`config.mk`:
```
export PLATFORM = sky130hd
export DESIGN_NAME = axis_decimating_averager
export DESIGN_NICKNAME = d
export VERILOG_FILES = /design/src/rtl/axis_decimating_averager.sv
export SDC_FILE = /design/constraint.sdc
export NUM_CORES = 1
export LEC_CHECK = 0
export ABC_AREA = 0
export BUFFER_PORTS_ARGS = -buffer_cell sky130_fd_sc_hd__buf_2
export CAP_MARGIN = 20
export CELL_PAD_IN_SITES_DETAIL_PLACEMENT = 1
export CELL_PAD_IN_SITES_GLOBAL_PLACEMENT = 2
export CORE_MARGIN = 4
export CORE_UTILIZATION = 30
export CTS_CLUSTER_DIAMETER = 100
export DETAILED_ROUTE_END_ITERATION = 8
export PLACE_DENSITY = 0.77
export SETUP_SLACK_MARGIN = 0.2
export SYNTH_ARGS = -nofsm -noshare
export SYNTH_HDL_FRONTEND = slang
export SYNTH_SLANG_ARGS = --single-unit
```
`constraint.sdc`:
```
create_clock -name aclk -period 4.7 [get_ports aclk]
set_input_delay 0.235 -clock aclk [delete_from_list [all_inputs] [get_ports aclk]]
set_output_delay 0.235 -clock aclk [all_outputs]
set_load 0.005 [all_outputs]
```
`src/rtl/axis_decimating_averager.sv`:
```
// Block-mean decimator: averages 2^dec_log2 input samples into one AXIS result, 1-cycle latency after the final sample.
// The input is never stalled; a result that meets a stalled, full output register is dropped and counted. AXIS_DEC_ROUND_EN selects round-half-up.
module axis_decimating_averager #(
    parameter int S_AXIS_DATA_WIDTH = 32,
    parameter int M_AXIS_DATA_WIDTH = 32,
    parameter int DEC_LOG2_MAX      = 8
) (
    input  logic                                aclk,
    input  logic                                reset,
    input  logic signed [S_AXIS_DATA_WIDTH-1:0] S_AXIS_tdata,
    input  logic                                S_AXIS_tvalid,
    input  logic [3:0]                          dec_log2,
    output logic signed [M_AXIS_DATA_WIDTH-1:0] M_AXIS_tdata,
    output logic                                M_AXIS_tvalid,
    input  logic                                M_AXIS_tready,
    output logic [15:0]                         overrun_count
);
    localparam int ACC_W = S_AXIS_DATA_WIDTH + DEC_LOG2_MAX;
    localparam int CNT_W = DEC_LOG2_MAX + 1;
    localparam logic [3:0] DL_MAX = 4'(DEC_LOG2_MAX);

    typedef enum logic {EMPTY, FULL} ostate_e;

    logic signed [ACC_W-1:0]             acc_q, acc_d, sum, shifted;
    logic [CNT_W-1:0]                    cnt_q, cnt_d;
    logic [3:0]                          dl_q, dl_d, dl_in, dl_eff;
    logic                                blk_end;
    logic signed [M_AXIS_DATA_WIDTH-1:0] res, data_q, data_d;
    logic [15:0]                         ovr_q, ovr_d;
    ostate_e                             state_q, state_d;
`ifdef AXIS_DEC_ROUND_EN
    logic signed [ACC_W-1:0]             rnd, sum_r;
`endif

    // Accumulator and block counter; the first sample of a block uses the freshly latched exponent.
    always_comb begin
        dl_in   = (dec_log2 > DL_MAX) ? DL_MAX : dec_log2;
        dl_eff  = (cnt_q == '0) ? dl_in : dl_q;
        sum     = acc_q + ACC_W'(S_AXIS_tdata);
        blk_end = S_AXIS_tvalid && ((cnt_q + CNT_W'(1)) == (CNT_W'(1) << dl_eff));
`ifdef AXIS_DEC_ROUND_EN
        rnd     = (dl_eff == 4'd0) ? '0 : (ACC_W'(1) << (dl_eff - 4'd1));
        sum_r   = sum + rnd;
        shifted = sum_r >>> dl_eff;
`else
        shifted = sum >>> dl_eff;
`endif
        res     = M_AXIS_DATA_WIDTH'(shifted);
        acc_d   = acc_q;
        cnt_d   = cnt_q;
        dl_d    = dl_q;
        if (S_AXIS_tvalid) begin
            if (cnt_q == '0) begin
                dl_d = dl_in;
            end
            if (blk_end) begin
                acc_d = '0;
                cnt_d = '0;
            end else begin
                acc_d = sum;
                cnt_d = cnt_q + CNT_W'(1);
            end
        end
    end

    // One-deep output register; a simultaneous drain and load keeps it full without an overrun.
    always_comb begin
        state_d = state_q;
        data_d  = data_q;
        ovr_d   = ovr_q;
        if (state_q == EMPTY) begin
            if (blk_end) begin
                data_d  = res;
                state_d = FULL;
            end
        end else if (M_AXIS_tready) begin
            if (blk_end) begin
                data_d = res;
            end else begin
                state_d = EMPTY;
            end
        end else if (blk_end && (ovr_q != 16'hFFFF)) begin
            ovr_d = ovr_q + 16'd1;
        end
    end

    always_ff @(posedge aclk) begin
        if (reset) begin
            acc_q   <= '0;
            cnt_q   <= '0;
            dl_q    <= '0;
            data_q  <= '0;
            ovr_q   <= '0;
            state_q <= EMPTY;
        end else begin
            acc_q   <= acc_d;
            cnt_q   <= cnt_d;
            dl_q    <= dl_d;
            data_q  <= data_d;
            ovr_q   <= ovr_d;
            state_q <= state_d;
        end
    end

    assign M_AXIS_tvalid = (state_q == FULL);
    assign M_AXIS_tdata  = data_q;
    assign overrun_count = ovr_q;

endmodule
```
==> summary.txt <==
Worst setup path
  – WP buf/inv: 2
  – Critical path's top delay family: simple AND/OR/NAND/NOR gates
  – CP Max Fanout: 16
  – CP peak stage delay: 840 ps
  – Crit start category: flip-flop
  – WP data arrival: 4450 ps
  – CP cell instances: inv_1, ha_1, nor4b_4, nand4b_1, nand2_1, buf_4, and4_1, o32ai_1, or4_2, nand2b_4, nor2_1, o2111ai_1, nor4bb_1
  – Slowest stage cell, crit path: or4_2
  – Setup crit end kind: flip-flop
  – Required time worst endpoint: 4910 ps
  – Kind of critical path: flip-flop to flip-flop

Synthesis
  – Synth unique cells: 90
  – Primary FF master, synth: dfxtp_1
  – Async set or reset register ratio after synthesis: 0%
  – Mean area per synthesized cell: 7.462 um2
  – Cell Area, Synth: 9164 um2
  – Synthesis-stage register bit count: 102
  – Yosys synthesis warning count: 0
  – Sequential area share after synthesis: 22.28%
  – Synth Net Count: 1311
  – Cells after Synth: 1228
  – Post-synth EDFFs: 0

Clock tree
  – CTS root buf: clkbuf_16
  – CTS Sinks: 102
  – CTS tree: yes
  – CTS Buf Count: 9
  – Worst skew pair latency: 370 ps
  – CTS Buffer Depth: 2
  – Clock transition at path regs: 90 ps
  – H-tree levels: 3

Floorplan
  – IO Count: 89
  – Die footprint: 33410 um2
  – Die height: 182.8 um
  – Std-Cell Core Area: 29870 um2
  – Die W: 182.8 um
  – Initial core utilization: 30.67%
  – FP Rows: 63

Detailed routing
  – 1st-iter DRT viols: 647
  – Vias after detailed routing: 9941
  – DRC errors left: 0
  – Via/cell ratio: 5.974
  – Post-route ant nets: 0
  – Final WL: 35710 um
  – First-pass DRT Iterations: 5
  – Routed WL per cell: 21.46 um

STA
  – Fmax: 236.1 MHz
  – Worst Max-Slew Pin Slew: 1031 ps
  – Tmin final: 4236 ps
  – Max_slew headroom: 31.25%
  – Final TNS setup: 0 ps
  – Final Max Tran Viols: 0
  – Final Hold Vio Count: 0
  – RSZ-0062 raised after global routing: yes
  – Setup Viol. Count Final: 0
  – Final period utilization: 90.12%
  – Skew final: 12.53 ps

Pwr
  – Final Power: 3.817 mW
  – Leak: 4.183 nW
  – Worst ir drop on vdd: 0.1657 mV
  – Power density cells: 370.1 nW/um2

Global route
  – GRT overflow: 0
  – Initial antenna violation count: 0
  – Layer with the highest usage: met2
  – First-pass GRT wire length: 55810 um
  – Vias in the first global route: 9690
  – Largest net degree at the start of global routing: 94
  – M3 GR Usage: 2.241%
  – Total GRT Usage: 20.51%
  – GR Layer Usage met2: 33.68%
  – GR Layer Usage met1: 29.32%

Layout
  – Synthesis-to-finish area growth: 12.55%
  – Layout cells sized above 1: 14.05%
  – Fin util: 34.52%
  – ANT cells: 0
  – Nets@finish: 1352

Place
  – PortBufs: 88
  – Post-DP HPWL: 26980 um
  – Gp weighted congestion: 0.9040

Min path
  – Hold WC Path Type: input port to flip-flop

Run
  – Maxcap violations: 0

Status
  – Status: finished, final reports clean
-- worst paths after layout --
| path | cells past startpoint | endpoint | startpoint | slack, ps |
|---|---|---|---|---|
| min reg2reg | 2 | acc_q[34]$_SDFFE_PP0P_ | acc_q[34]$_SDFFE_PP0P_ | 480 |
| max reg2reg | 13 | M_AXIS_tdata[26]$_SDFFE_PP0P_ | cnt_q[0]$_SDFFE_PP0P_ | 460 |
| min | 3 | M_AXIS_tvalid$_SDFF_PP0_ | M_AXIS_tready | 370 |
| max | 13 | M_AXIS_tdata[26]$_SDFFE_PP0P_ | cnt_q[0]$_SDFFE_PP0P_ | 460 |
-- flip-flops by register name (all words and copies together), names as in the netlist --
register / count
acc_q: 40
M_AXIS_tdata: 32
overrun_count: 16
cnt_q: 9
dl_q: 4
M_AXIS_tvalid: 1
-- power by group --
part           internal [mW]  switching (mW)  leakage, nW
Sequential             0.942          0.0511        0.831
Combinational          0.709            1.29         3.20
Clock                  0.385           0.436        0.151
-- through the flow --
step	hold slack (ps)	instance area, um2	setup slack, ps	instances
5_1_grt	360.1	10310	164.7	1664
6_report	367.5	10310	464.3	1664
4_1_cts	358.9	10290	367.3	1663
3_3_place_gp	450.5	9977	467.2	1647
2_1_floorplan	444.8	9164	1358	1228
3_5_place_dp	457.6	9977	374.0	1647
-- final cells by class --
type | instances | area (um2)
Fill cell | 3657 | 19560
Multi-Input combinational cell | 1017 | 6731
Sequential cell | 102 | 2042
Timing Repair Buffer | 117 | 658.1
Tap cell | 390 | 488.0
Clock buffer | 9 | 225.2
Clock inverter | 7 | 86.33
Inverter | 22 | 82.58
-- layer usage --
layer / up-vias / share of wire, %
li1: 4732 / -
met1: 4939 / 48
met2: 238 / 46
met3: 32 / 3.9
met4: 0 / 1.5
met5: - / 0
-- cell usage in the layout, fill, tap and decap left out, types with 26 or more instances in the layout --
| master | n |
|---|---|
| a211oi_1 | 26 |
| a21oi_1 | 96 |
| a31oi_1 | 32 |
| buf_2 | 88 |
| buf_4 | 29 |
| dfxtp_1 | 102 |
| ha_1 | 42 |
| mux2i_1 | 28 |
| nand2_1 | 108 |
| nand3_1 | 54 |
| nor2_1 | 112 |
| nor3_1 | 27 |
| o21ai_0 | 62 |
| xnor2_1 | 29 |
-- what timing repair did --
action | CTS | global route
hold buffers | 0 | 0
endpoints found under the setup margin | 0 | 21
setup buffers | 0 | 1
gates resized for setup | 0 | 3
-- cell usage after synthesis (10+ instances only) --
library cell	instances	area share (%)
nand2b_1	25	1.7
nand4_1	16	1.1
o211ai_1	24	2.0
xnor2_1	29	2.8
nor2b_1	25	1.7
a21oi_1	97	5.3
a211oi_1	26	2.1
o21ai_0	62	3.4
o2111ai_1	12	1.1
a31oi_1	32	2.2
inv_1	21	0.86
clkbuf_1	70	2.9
a211o_1	13	1.2
and3_1	17	1.2
o211a_1	10	1.1
dfxtp_1	102	22
nor2_1	112	4.6
xor2_1	17	1.6
nand3_1	54	2.9
ha_1	42	5.7
nor3_1	27	1.5
o21a_1	19	1.6
or3_1	19	1.3
nand2_1	108	4.4
mux2i_1	29	3.2
mux2_2	13	1.6
and2_1	13	0.89
-- cells by family (layout without fill, tap and decap cells) --
| logic type | after synthesis | after routing | synth area share (%) |
|---|---|---|---|
| simple gates | 469 | 469 | 26.27 |
| compound gates | 414 | 414 | 31.04 |
| buf+inv | 109 | 155 | 4.738 |
| flops | 102 | 102 | 22.28 |
| xor+xnor | 46 | 46 | 4.396 |
| mux | 45 | 45 | 5.325 |
| fa+ha+maj | 43 | 43 | 5.953 |
-- worst register-to-register path, stage by stage (launching register included) --
cell and delay (ps):
dfxtp_1 370, inv_1 120, ha_1 180, nor4b_4 450, nand4b_1 330, nand2_1 190, buf_4 280, and4_1 230
o32ai_1 90, or4_2 840, nand2b_4 290, nor2_1 390, o2111ai_1 170, nor4bb_1 160
Note: power is estimated with default switching activity, not from simulation.
